$ cat src/rtl/linear_layer_q_fifo_pkg.sv
// Shared defaults and sizing helper for the Linear Layer stream FIFO.
package linear_layer_q_fifo_pkg;

  localparam int DEFAULT_DATA_WIDTH = 128;
  localparam int DEFAULT_ADDR_WIDTH = 2;
  localparam int DEFAULT_DEPTH      = 2;

  // Smallest width whose range covers 0..depth+1 (storage plus output register).
  function automatic int calc_cnt_width(input int depth);
    int w;
    w = 1;
    while ((2 ** w) <= (depth + 1)) begin
      w = w + 1;
    end
    return w;
  endfunction

  localparam int DEFAULT_CNT_WIDTH = calc_cnt_width(DEFAULT_DEPTH);

endpackage

$ cat src/rtl/linear_layer_q_fifo_srl_store.sv
// Shift-register word storage: entry 0 takes the newest word, read is a mux on addr.
module linear_layer_q_fifo_srl_store
  import linear_layer_q_fifo_pkg::*;
#(
  parameter int DATA_WIDTH = DEFAULT_DATA_WIDTH,
  parameter int ADDR_WIDTH = DEFAULT_ADDR_WIDTH,
  parameter int DEPTH      = DEFAULT_DEPTH
) (
  input  logic                  clk,
  input  logic                  we,
  input  logic [ADDR_WIDTH-1:0] addr,
  input  logic [DATA_WIDTH-1:0] din,
  output logic [DATA_WIDTH-1:0] dout
);

  logic [DATA_WIDTH-1:0] srl_q [DEPTH];

  always_ff @(posedge clk) begin
    if (we) begin
      srl_q[0] <= din;
    end
  end

  genvar gi;
  generate
    for (gi = 1; gi < DEPTH; gi++) begin : g_shift
      always_ff @(posedge clk) begin
        if (we) begin
          srl_q[gi] <= srl_q[gi-1];
        end
      end
    end
  endgenerate

  // Out-of-range addresses (only seen when the storage is empty) read as zero.
  always_comb begin
    dout = '0;
    for (int i = 0; i < DEPTH; i++) begin
      if (addr == ADDR_WIDTH'(i)) begin
        dout = srl_q[i];
      end
    end
  end

endmodule

$ cat src/rtl/linear_layer_q_fifo_fwft_ctrl.sv
// FIFO control with a registered first-word-fall-through output stage; holds DEPTH+1 words.
module linear_layer_q_fifo_fwft_ctrl
  import linear_layer_q_fifo_pkg::*;
#(
  parameter int DATA_WIDTH = DEFAULT_DATA_WIDTH,
  parameter int ADDR_WIDTH = DEFAULT_ADDR_WIDTH,
  parameter int DEPTH      = DEFAULT_DEPTH,
  parameter int CNT_WIDTH  = DEFAULT_CNT_WIDTH
) (
  input  logic                  clk,
  input  logic                  rst_n,
  input  logic                  if_write_ce,
  input  logic                  if_write,
  input  logic [DATA_WIDTH-1:0] if_din,
  output logic                  if_full_n,
  input  logic                  if_read_ce,
  input  logic                  if_read,
  output logic [DATA_WIDTH-1:0] if_dout,
  output logic                  if_empty_n,
  output logic [CNT_WIDTH-1:0]  if_num_data_valid,
  output logic [CNT_WIDTH-1:0]  if_fifo_cap
);

  logic [CNT_WIDTH-1:0]  cnt_q, cnt_d;
  logic                  ov_q, ov_d;
  logic [DATA_WIDTH-1:0] oreg_q, oreg_d;
  logic                  full_n_q, full_n_d;

  logic                  push;
  logic                  pop;
  logic                  load;
  logic                  we;
  logic [ADDR_WIDTH-1:0] addr;
  logic [DATA_WIDTH-1:0] store_dout;

  assign push = if_write & if_write_ce & full_n_q;
  assign pop  = if_read & if_read_ce & ov_q;
  assign load = ~ov_q | pop;
  assign addr = ADDR_WIDTH'(cnt_q - CNT_WIDTH'(1));

  linear_layer_q_fifo_srl_store #(
    .DATA_WIDTH (DATA_WIDTH),
    .ADDR_WIDTH (ADDR_WIDTH),
    .DEPTH      (DEPTH)
  ) u_store (
    .clk  (clk),
    .we   (we),
    .addr (addr),
    .din  (if_din),
    .dout (store_dout)
  );

  always_comb begin
    cnt_d  = cnt_q;
    ov_d   = ov_q;
    oreg_d = oreg_q;
    we     = 1'b0;
    if (load) begin
      if (cnt_q == '0) begin
        // Empty storage: a new word bypasses straight into the output register.
        ov_d = push;
        if (push) begin
          oreg_d = if_din;
        end
      end else begin
        oreg_d = store_dout;
        ov_d   = 1'b1;
        if (push) begin
          we = 1'b1;
        end else begin
          cnt_d = cnt_q - CNT_WIDTH'(1);
        end
      end
    end else if (push) begin
      we    = 1'b1;
      cnt_d = cnt_q + CNT_WIDTH'(1);
    end
    full_n_d = (cnt_d != CNT_WIDTH'(DEPTH));
  end

  always_ff @(posedge clk or negedge rst_n) begin
    if (!rst_n) begin
      cnt_q    <= '0;
      ov_q     <= 1'b0;
      oreg_q   <= '0;
      full_n_q <= 1'b1;
    end else begin
      cnt_q    <= cnt_d;
      ov_q     <= ov_d;
      oreg_q   <= oreg_d;
      full_n_q <= full_n_d;
    end
  end

  assign if_full_n         = full_n_q;
  assign if_empty_n        = ov_q;
  assign if_dout           = oreg_q;
  assign if_num_data_valid = cnt_q + CNT_WIDTH'(ov_q);
  assign if_fifo_cap       = CNT_WIDTH'(DEPTH + 1);

endmodule

$ cat config.mk
export PLATFORM = sky130hd
export DESIGN_NAME = linear_layer_q_fifo_fwft_ctrl
export DESIGN_NICKNAME = d
export VERILOG_FILES = /design/src/rtl/linear_layer_q_fifo_pkg.sv /design/src/rtl/linear_layer_q_fifo_srl_store.sv /design/src/rtl/linear_layer_q_fifo_fwft_ctrl.sv
export SDC_FILE = /design/constraint.sdc
export NUM_CORES = 1
export LEC_CHECK = 0
export BUFFER_PORTS_ARGS = -buffer_cell sky130_fd_sc_hd__buf_2
export CAP_MARGIN = 20
export CORE_ASPECT_RATIO = 1.4
export CORE_MARGIN = 2
export CORE_UTILIZATION = 52
export CTS_BUF_LIST = sky130_fd_sc_hd__clkbuf_2 sky130_fd_sc_hd__clkbuf_4 sky130_fd_sc_hd__clkbuf_8
export CTS_CLUSTER_DIAMETER = 100
export DETAILED_ROUTE_END_ITERATION = 10
export PLACE_DENSITY = 0.78
export SYNTH_ARGS = -nofsm -noshare
export SYNTH_HDL_FRONTEND = slang
export SYNTH_SLANG_ARGS = --single-unit
$ cat constraint.sdc
create_clock -name clk -period 14.9 [get_ports clk]
set_clock_uncertainty 0.05 [all_clocks]
set_input_delay 2.98 -clock clk [delete_from_list [all_inputs] [get_ports clk]]
set_output_delay 2.98 -clock clk [all_outputs]
set_load 0.03 [all_outputs]
======== After elaboration in Yosys (flattened, before gate mapping) ========
Memories as Yosys holds them, arrays and structs flattened.
Index checks and enable logic that the tools add are counted.
word-level totals
  register bits after elaboration ......... 132
  latch bits .............................. 0
  memory bits (writable) .................. 256
  memory bits (read-only) ................. 0
  input port bits ......................... 134
  memories kept ........................... 1
cells by class
  $add $sub $neg .......................... 3
  multipliers ............................. 0
  div/mod/pow operators ................... 0
  magnitude comparators ................... 0
  equal/unequal tests ..................... 3
  shifts and indexed selects .............. 0
  muxes and demuxes ....................... 14
  bitwise operators ....................... 6
  reductions and logical operators ........ 3
memories
  name           depth  width  read ports  clocked after Yosys merged registers in  wr ports  line                                 RTL
  u_store.srl_q  2      128    2           0                                        2         linear_layer_q_fifo_srl_store.sv:16  logic [DATA_WIDTH-1:0] srl_q [DEPTH];
operator list
  cell                   number
  $mux W128              4
  $mux W2                4
  $mux W1                6
  $and A1 B1 Y1          4
  $logic_not A2 Y1       2
  $ne A2 B2 Y1 const B   2
  $add A2 B1 Y2          1
  $add A2 B1 Y2 const B  1
  $eq A2 B1 Y1 const B   1
  $reduce_and A2 Y1      1
  $sub A2 B1 Y2 const B  1
  $not A1 Y1             1
  $or A1 B1 Y1           1

======== Longest topological paths before layout ========
Gate-level depths: netlist of run 1.
  word-level depth ........................ 7
  mapped depth ............................ 10
  depth with buffers taken out ............ 6

======== Hierarchy ========
Synthesis of run 1 repeated with hierarchy kept, for this count alone.
second synthesis, totals
  cells, all modules ...................... 1155
  area, all modules ....................... 17081.4 µm²
by module, submodules not included
  module                         instances  cells each  area each (µm²)
  linear_layer_q_fifo_srl_store  1          540         9776.9
  linear_layer_q_fifo_fwft_ctrl  1          615         7304.5

======== Worst setup path after synthesis of run 1 ========
No wires, ideal clock.
  kind .................................... input to register
  start ................................... input if_read
  end ..................................... memory u_store.srl_q[0][0] in the netlist's numbering, enable pin
  setup time .............................. 0.958 ns
  arrival ................................. 15.418 ns
  data required time ...................... 13.892 ns
  setup slack ............................. -1.527 ns
  stages on the path ...................... 3
  path through ............................ nand2_1 nand2_1 a21oi_1
RTL lines
  item         line                                 RTL
  from (decl)  linear_layer_q_fifo_fwft_ctrl.sv:17  input logic if_read,
  to (decl)    linear_layer_q_fifo_srl_store.sv:16

==> metrics.txt, run 1 <==
run status complete, no violations; Post-CTS Resized 0; Initial Util 53.1%; # DRC 0; cell family with most CP delay buffers and inverters; Area Growth Syn to Fin 18.1%; Placeable Area 29300 um2; Worst EP required 15.06 ns; Clk Latency, worst-skew pair 0.59 ns; maximum vdd drop 0.000128 V; All-Layer GR Usage 21.3%; Area contributors post-synth edfxtp_1 49%, dfrtp_1 21%, a21oi_1 8.4%; area share of the largest cell type after synthesis 49.5%; Slowest-stage cell, CP buf_4; first-pass GRT wire length 53.8 mm; Clk pin slew, worst setup/hold paths 0.07 ns; grt ovf 0; final setup TNS 0 ns; drt first pass iters 6; post-synth top area cell edfxtp_1; Setup-failing EPs final 0; Final Cell Area 18300 um2; CTS tree done; Worst setup SP type input pin; num rows 74; # IOs 268; HPWL after detailed placement 20.1 mm; mapped cell area 15500 um2; sequential-to-total area share from yosys stat 70.7%; Pleak 7.21 nW; R2R Setup Slk 11.58 ns; Die Ht 209 um; hold buffer count at CTS 0; Non-Filler Instances 1952; DRT iter0 DRCs 762; initial antenna violation count 0; Post-Place Cells 1842; min cycle time layout 4.99 ns; RSZ-0062 raised after global routing false; postcts setup bufs 0; DIE WIDTH 150 um; Max Buffers Root-to-Sink 3; max-cap viol count 0; Max Freq 201 MHz; total CTS buffers 56; post-route setup slack 9.91 ns; Buf/Inv on CP 4; share of post-route cells with drive strength above 1 24.8%; routability-driven placement congestion ratio 0.744; Avg WL per Cell 17.3 um; critical path type in -> reg; Layout fillers 2321; syn avg cell area 12.1 um2; slowest cell delay on critical path 0.82 ns; final wirelength 33.8 mm; routed vias/inst 5.47; critical path arrival 5.14 ns; crit path max fanout 83; worst-path cell chain buf_2 -> nand2_1 -> nand2_1 -> a21oi_4 -> buf_4 -> buf_16 -> buf_4; die area 31300 um2; Syn Inst Count 1287; multi-input gate area in the final layout 4100 um2; Slew headroom 29.7%; Setup WS pre-CTS 9.08 ns; Nets 1663; Unique masters post-synth 28; CTS root buffer clkbuf_8; Yosys warning total 0; placement-stage cell area 17000 um2; CP Capture Type flip-flop; H-tree Lvls 2; worst min-delay path category reg -> reg; DR vias 10.7k; Final Max Slew Viols 0; number of global-route vias before repair 10.5k; Detail Route Antenna Nets 0; Worst-Margin Slew 1.06 ns; Final period util 33.5%; CTS sink cnt 388; PortBufs 265; P per Cell Area 210 nW/um2; Sequential Area 11000 um2; synthesized flop and latch total 388; Hold WS 0.394 ns; largest net degree at the start of global routing 137; final hold violations 0
synth_stat cells:
| library cell | n |
|---|---|
| buf_4 | 2 |
| and3_1 | 1 |
| a31oi_1 | 1 |
| dfrtp_1 | 131 |
| o21ai_2 | 1 |
| a21boi_4 | 1 |
| xor2_1 | 1 |
| conb_1 | 1 |
| nand2_1 | 259 |
| o21ai_0 | 92 |
| o21ai_1 | 38 |
| inv_1 | 2 |
| nor3_1 | 1 |
| dfstp_2 | 1 |
| buf_1 | 9 |
| edfxtp_1 | 256 |
| nand3b_1 | 128 |
| a32oi_1 | 1 |
| nand3_2 | 1 |
| clkbuf_1 | 49 |
| buf_6 | 7 |
| a21o_4 | 1 |
| ha_1 | 4 |
| or3_1 | 1 |
| a21oi_1 | 260 |
| nand3_1 | 2 |
| buf_2 | 35 |
| a211oi_1 | 1 |
cell type report:
| type | instances | area share, % |
|---|---|---|
| inverter | 2 | 0.0409 |
| clock buffer | 94 | 6.23 |
| antenna | 1 | 0.0136 |
| tap | 380 | 2.59 |
| timing repair buffer | 281 | 8.46 |
| multi-input combinational | 796 | 22.4 |
| clock inverter | 10 | 0.375 |
| sequential | 388 | 59.9 |
kinds of logic after synthesis:
group | after synthesis | synth area share, %
flip-flops | 388 | 70.7
AO/OA/AOI/OAI | 396 | 13.0
adder cells (fa/ha/maj) | 4 | 0.322
AND/OR/NAND/NOR | 393 | 12.7
buffers and inverters | 104 | 3.18
XOR/XNOR | 1 | 0.0564
other | 1 | 0.0241
per-stage QoR:
stage	total power, W	utilization, %
floorplan	0.00259	-
global placement	0.00294	58.1
detailed placement	0.00297	58.1
CTS	0.00387	62.2
global route	0.00409	62.7
finish	0.00386	62.7
sequential cells by signal, indices dropped and copies added (netlist names):
name,flops
if_full_n,1
u_store.srl_q,256
if_dout,128
if_empty_n,1
cnt_q,2
report_power, final:
| part | switching (W) | internal, W |
|---|---|---|
| clock network | 0.000390 | 0.000499 |
| registers | 0.000134 | 0.00142 |
| logic | 0.000974 | 0.000436 |
| total | 0.00150 | 0.00236 |
worst register-to-register path: cells and delay by family, from the launching register on:
family / cells / cell delay, ns
AOI/OAI and AO/OA: 1 / 0.17
adders and majority gates: 1 / 0.36
buffers and inverters: 4 / 1.79
DFF: 1 / 0.50
layer usage:
layer | share of wire [%] | vias up | GRT usage, %
met5 | 0 | - | 0
met3 | 5.4 | 63 | 3.60
li1 | - | 5089 | -
met4 | 2.5 | 0 | 7.35
met1 | 41 | 5167 | 28.7
met2 | 51 | 364 | 35.3
final timing paths:
kind / from / to / cells past startpoint
worst max-delay path: if_read / u_store.srl_q[0][42]$_DFFE_PP_ / 7
worst min-delay path: u_store.srl_q[0][93]$_DFFE_PP_ / u_store.srl_q[0][221]$_DFFE_PP_ / 0
worst max register to register: cnt_q[1]$_DFF_PN0_ / u_store.srl_q[0][42]$_DFFE_PP_ / 6
worst min register to register: u_store.srl_q[0][93]$_DFFE_PP_ / u_store.srl_q[0][221]$_DFFE_PP_ / 0
max in group asynchronous: rst_n / if_dout[120]$_DFFE_PN0P_ / 2
min in group asynchronous: rst_n / if_dout[18]$_DFFE_PN0P_ / 1
cells in the final DEF (no fill, tap or decap), types with 2 or more instances in the layout:
master and n:
buf_2 264, a21oi_1 259, nand2_1 259, edfxtp_1 256, dfrtp_1 131, nand3b_1 128, o21ai_0 92, clkbuf_8 70
o21ai_1 38, clkbuf_4 24, buf_4 11, clkinv_1 5, buf_16 5, clkinv_2 4, ha_4 3, inv_1 2
nand3_1 2, conb_1 2
Power figures use the tool's default switching activity.
==> inputs of run 2 (changes only) <==
Clock period 14.9 ns to 4.3 ns, I/O delays scaled along.
==> run 2 against run 1 <==
Register-to-register slack worse by 10 ns; worst setup slack worse by 8.6 ns; sequential cell count unchanged; critical path depth down 2; sequential share of layout area up 0.057 points; non-clock buffer count unchanged; combinational power rose to 3.5 times the previous value; critical path type is now reg -> reg.
==> metrics.txt, run 2 (same netlist as run 1, synthesis figures left out) <==
run status complete, no violations; CTS root buffer clkbuf_8; PortBufs 265 (unchanged); slowest cell delay on critical path 0.75 ns (-0.07 ns); first-pass GRT wire length 56.0 mm (+4.0%); # IOs 268 (unchanged); crit path max fanout 82 (-1.2%); Slowest-stage cell, CP a21o_4; critical path type reg -> reg; CTS sink cnt 388 (unchanged); hold buffer count at CTS 0 (unchanged); Clk Latency, worst-skew pair 0.59 ns (about the same); global routing usage on met3 3.88% (+0.29 points); most common cell after layout, fill and taps aside buf_2; met2 Track Usage GR 37.0% (+1.7 points); Clk pin slew, worst setup/hold paths 0.07 ns (about the same); Layout fillers 2314 (-0.30%); number of global-route vias before repair 10.8k (+3.3%); DIE WIDTH 150 um (unchanged); DR vias 10.8k (+1.2%); final wirelength 35.5 mm (+5.1%); worst-path cell chain inv_1 -> ha_4 -> a21o_4 -> buf_4 -> o21ai_0; Reg with most FFs u_store.srl_q; most used routing layer met2; Worst-Margin Slew 1.01 ns (-0.0487 ns); Worst setup SP type flip-flop; cell family with most CP delay compound AO/OA/AOI/OAI gates; Final Max Slew Viols 0 (unchanged); num rows 74 (unchanged); HPWL after detailed placement 21.1 mm (+5.0%); RSZ-0062 raised after global routing false; Post-Route Utilization 62.6% (about the same); largest net degree at the start of global routing 133 (-2.9%); Max Freq 330 MHz; max FFs per register 256 (unchanged); critical path arrival 3.43 ns (-1.71 ns); postcts setup bufs 0 (unchanged); commonest cells after routing, fill and taps aside 264 x buf_2, 259 x a21oi_1, 257 x nand2_1; total CTS buffers 56 (unchanged); Total Power 0.0134 W (+250%); Placeable Area 29300 um2 (unchanged); Slew headroom 32.9% (+3.2 points); CTS tree done; final setup TNS 0 ns (unchanged); Initial Util 53.1% (unchanged); Die Ht 209 um (unchanged); min cycle time layout 3.03 ns; routability-driven placement congestion ratio 0.789 (+6.1%); Buf/Inv on CP 2 (-2); Avg WL per Cell 18.2 um (+4.9%); final hold violations 0 (unchanged); share of post-route cells with drive strength above 1 24.8% (+0.032 points); Max Buffers Root-to-Sink 3 (unchanged); drt first pass iters 5 (-1); Post-CTS Resized 0 (unchanged); CP Capture Type flip-flop; Setup-failing EPs final 0 (unchanged); routed vias/inst 5.53 (+1.1%); DRT iter0 DRCs 817 (+7.2%); met1 Use GR 29.6% (+0.86 points); Final period util 70.4%; post-route setup slack 1.27 ns (-8.64 ns); die area 31300 um2 (unchanged); # DRC 0 (unchanged); maximum vdd drop 0.000480 V (+270%); worst min-delay path category in -> async; All-Layer GR Usage 22.4% (+1.1 points); Pleak 7.19 nW (-0.34%); max-cap viol count 0 (unchanged); initial antenna violation count 2 (+2); Nets 1663 (unchanged); H-tree Lvls 2 (unchanged); Area Growth Syn to Fin 18.0% (about the same); P per Cell Area 729 nW/um2 (+250%); Detail Route Antenna Nets 0 (unchanged); Setup WS pre-CTS 1.24 ns (-7.84 ns); Worst EP required 4.70 ns (-10.36 ns); grt ovf 0 (unchanged)
## run 2: layer usage
layer	wire length, um	vias up	part of all wire [%]
met2	18000	348	51
met5	0	-	0
li1	-	5096	-
met4	1030	0	2.9
met3	1950	62	5.5
met1	14500	5310	41
## run 2: worst paths after layout
kind                                                     start                               to  slack (ns)  depth (start not counted)
worst max-delay path                        cnt_q[0]$_DFF_PN0_         if_dout[101]$_DFFE_PN0P_        1.27                          5
worst min-delay path                                     rst_n          if_dout[53]$_DFFE_PN0P_        0.21                          1
worst max register to register              cnt_q[0]$_DFF_PN0_         if_dout[101]$_DFFE_PN0P_        1.27                          5
worst min register to register  u_store.srl_q[0][82]$_DFFE_PP_  u_store.srl_q[0][210]$_DFFE_PP_        0.40                          0
max in group asynchronous                                rst_n              if_full_n$_DFF_PN1_        3.08                          2
min in group clk                u_store.srl_q[0][82]$_DFFE_PP_  u_store.srl_q[0][210]$_DFFE_PP_        0.40                          0
## run 2: cell type report
| cell class | count | area [um2] | area share (%) |
|---|---|---|---|
| Inverter | 2 | 7.51 | 0.0410 |
| Tap cell | 380 | 475 | 2.59 |
| Sequential cell | 388 | 11000 | 60.0 |
| Timing Repair Buffer | 281 | 1560 | 8.51 |
| Clock inverter | 19 | 95.1 | 0.519 |
| Multi-Input combinational cell | 796 | 4130 | 22.5 |
| Antenna cell | 2 | 5.00 | 0.0273 |
| Clock buffer | 87 | 1070 | 5.82 |
## run 2: report_power, final
part	internal, W	leakage [nW]	switching (W)
clock network	0.00158	0.624	0.00138
registers	0.00494	4.10	0.000505
logic	0.00153	2.47	0.00341
## run 2: per-stage QoR
step | instance area (um2) | hold WS (ns) | std cells
global route | 18300 | 0.241 | 1955
floorplan | 15600 | 0.377 | 1288
global placement | 17100 | 0.379 | 1846
finish | 18300 | 0.213 | 1955
detailed placement | 17100 | 0.384 | 1846
CTS | 18300 | 0.203 | 1952
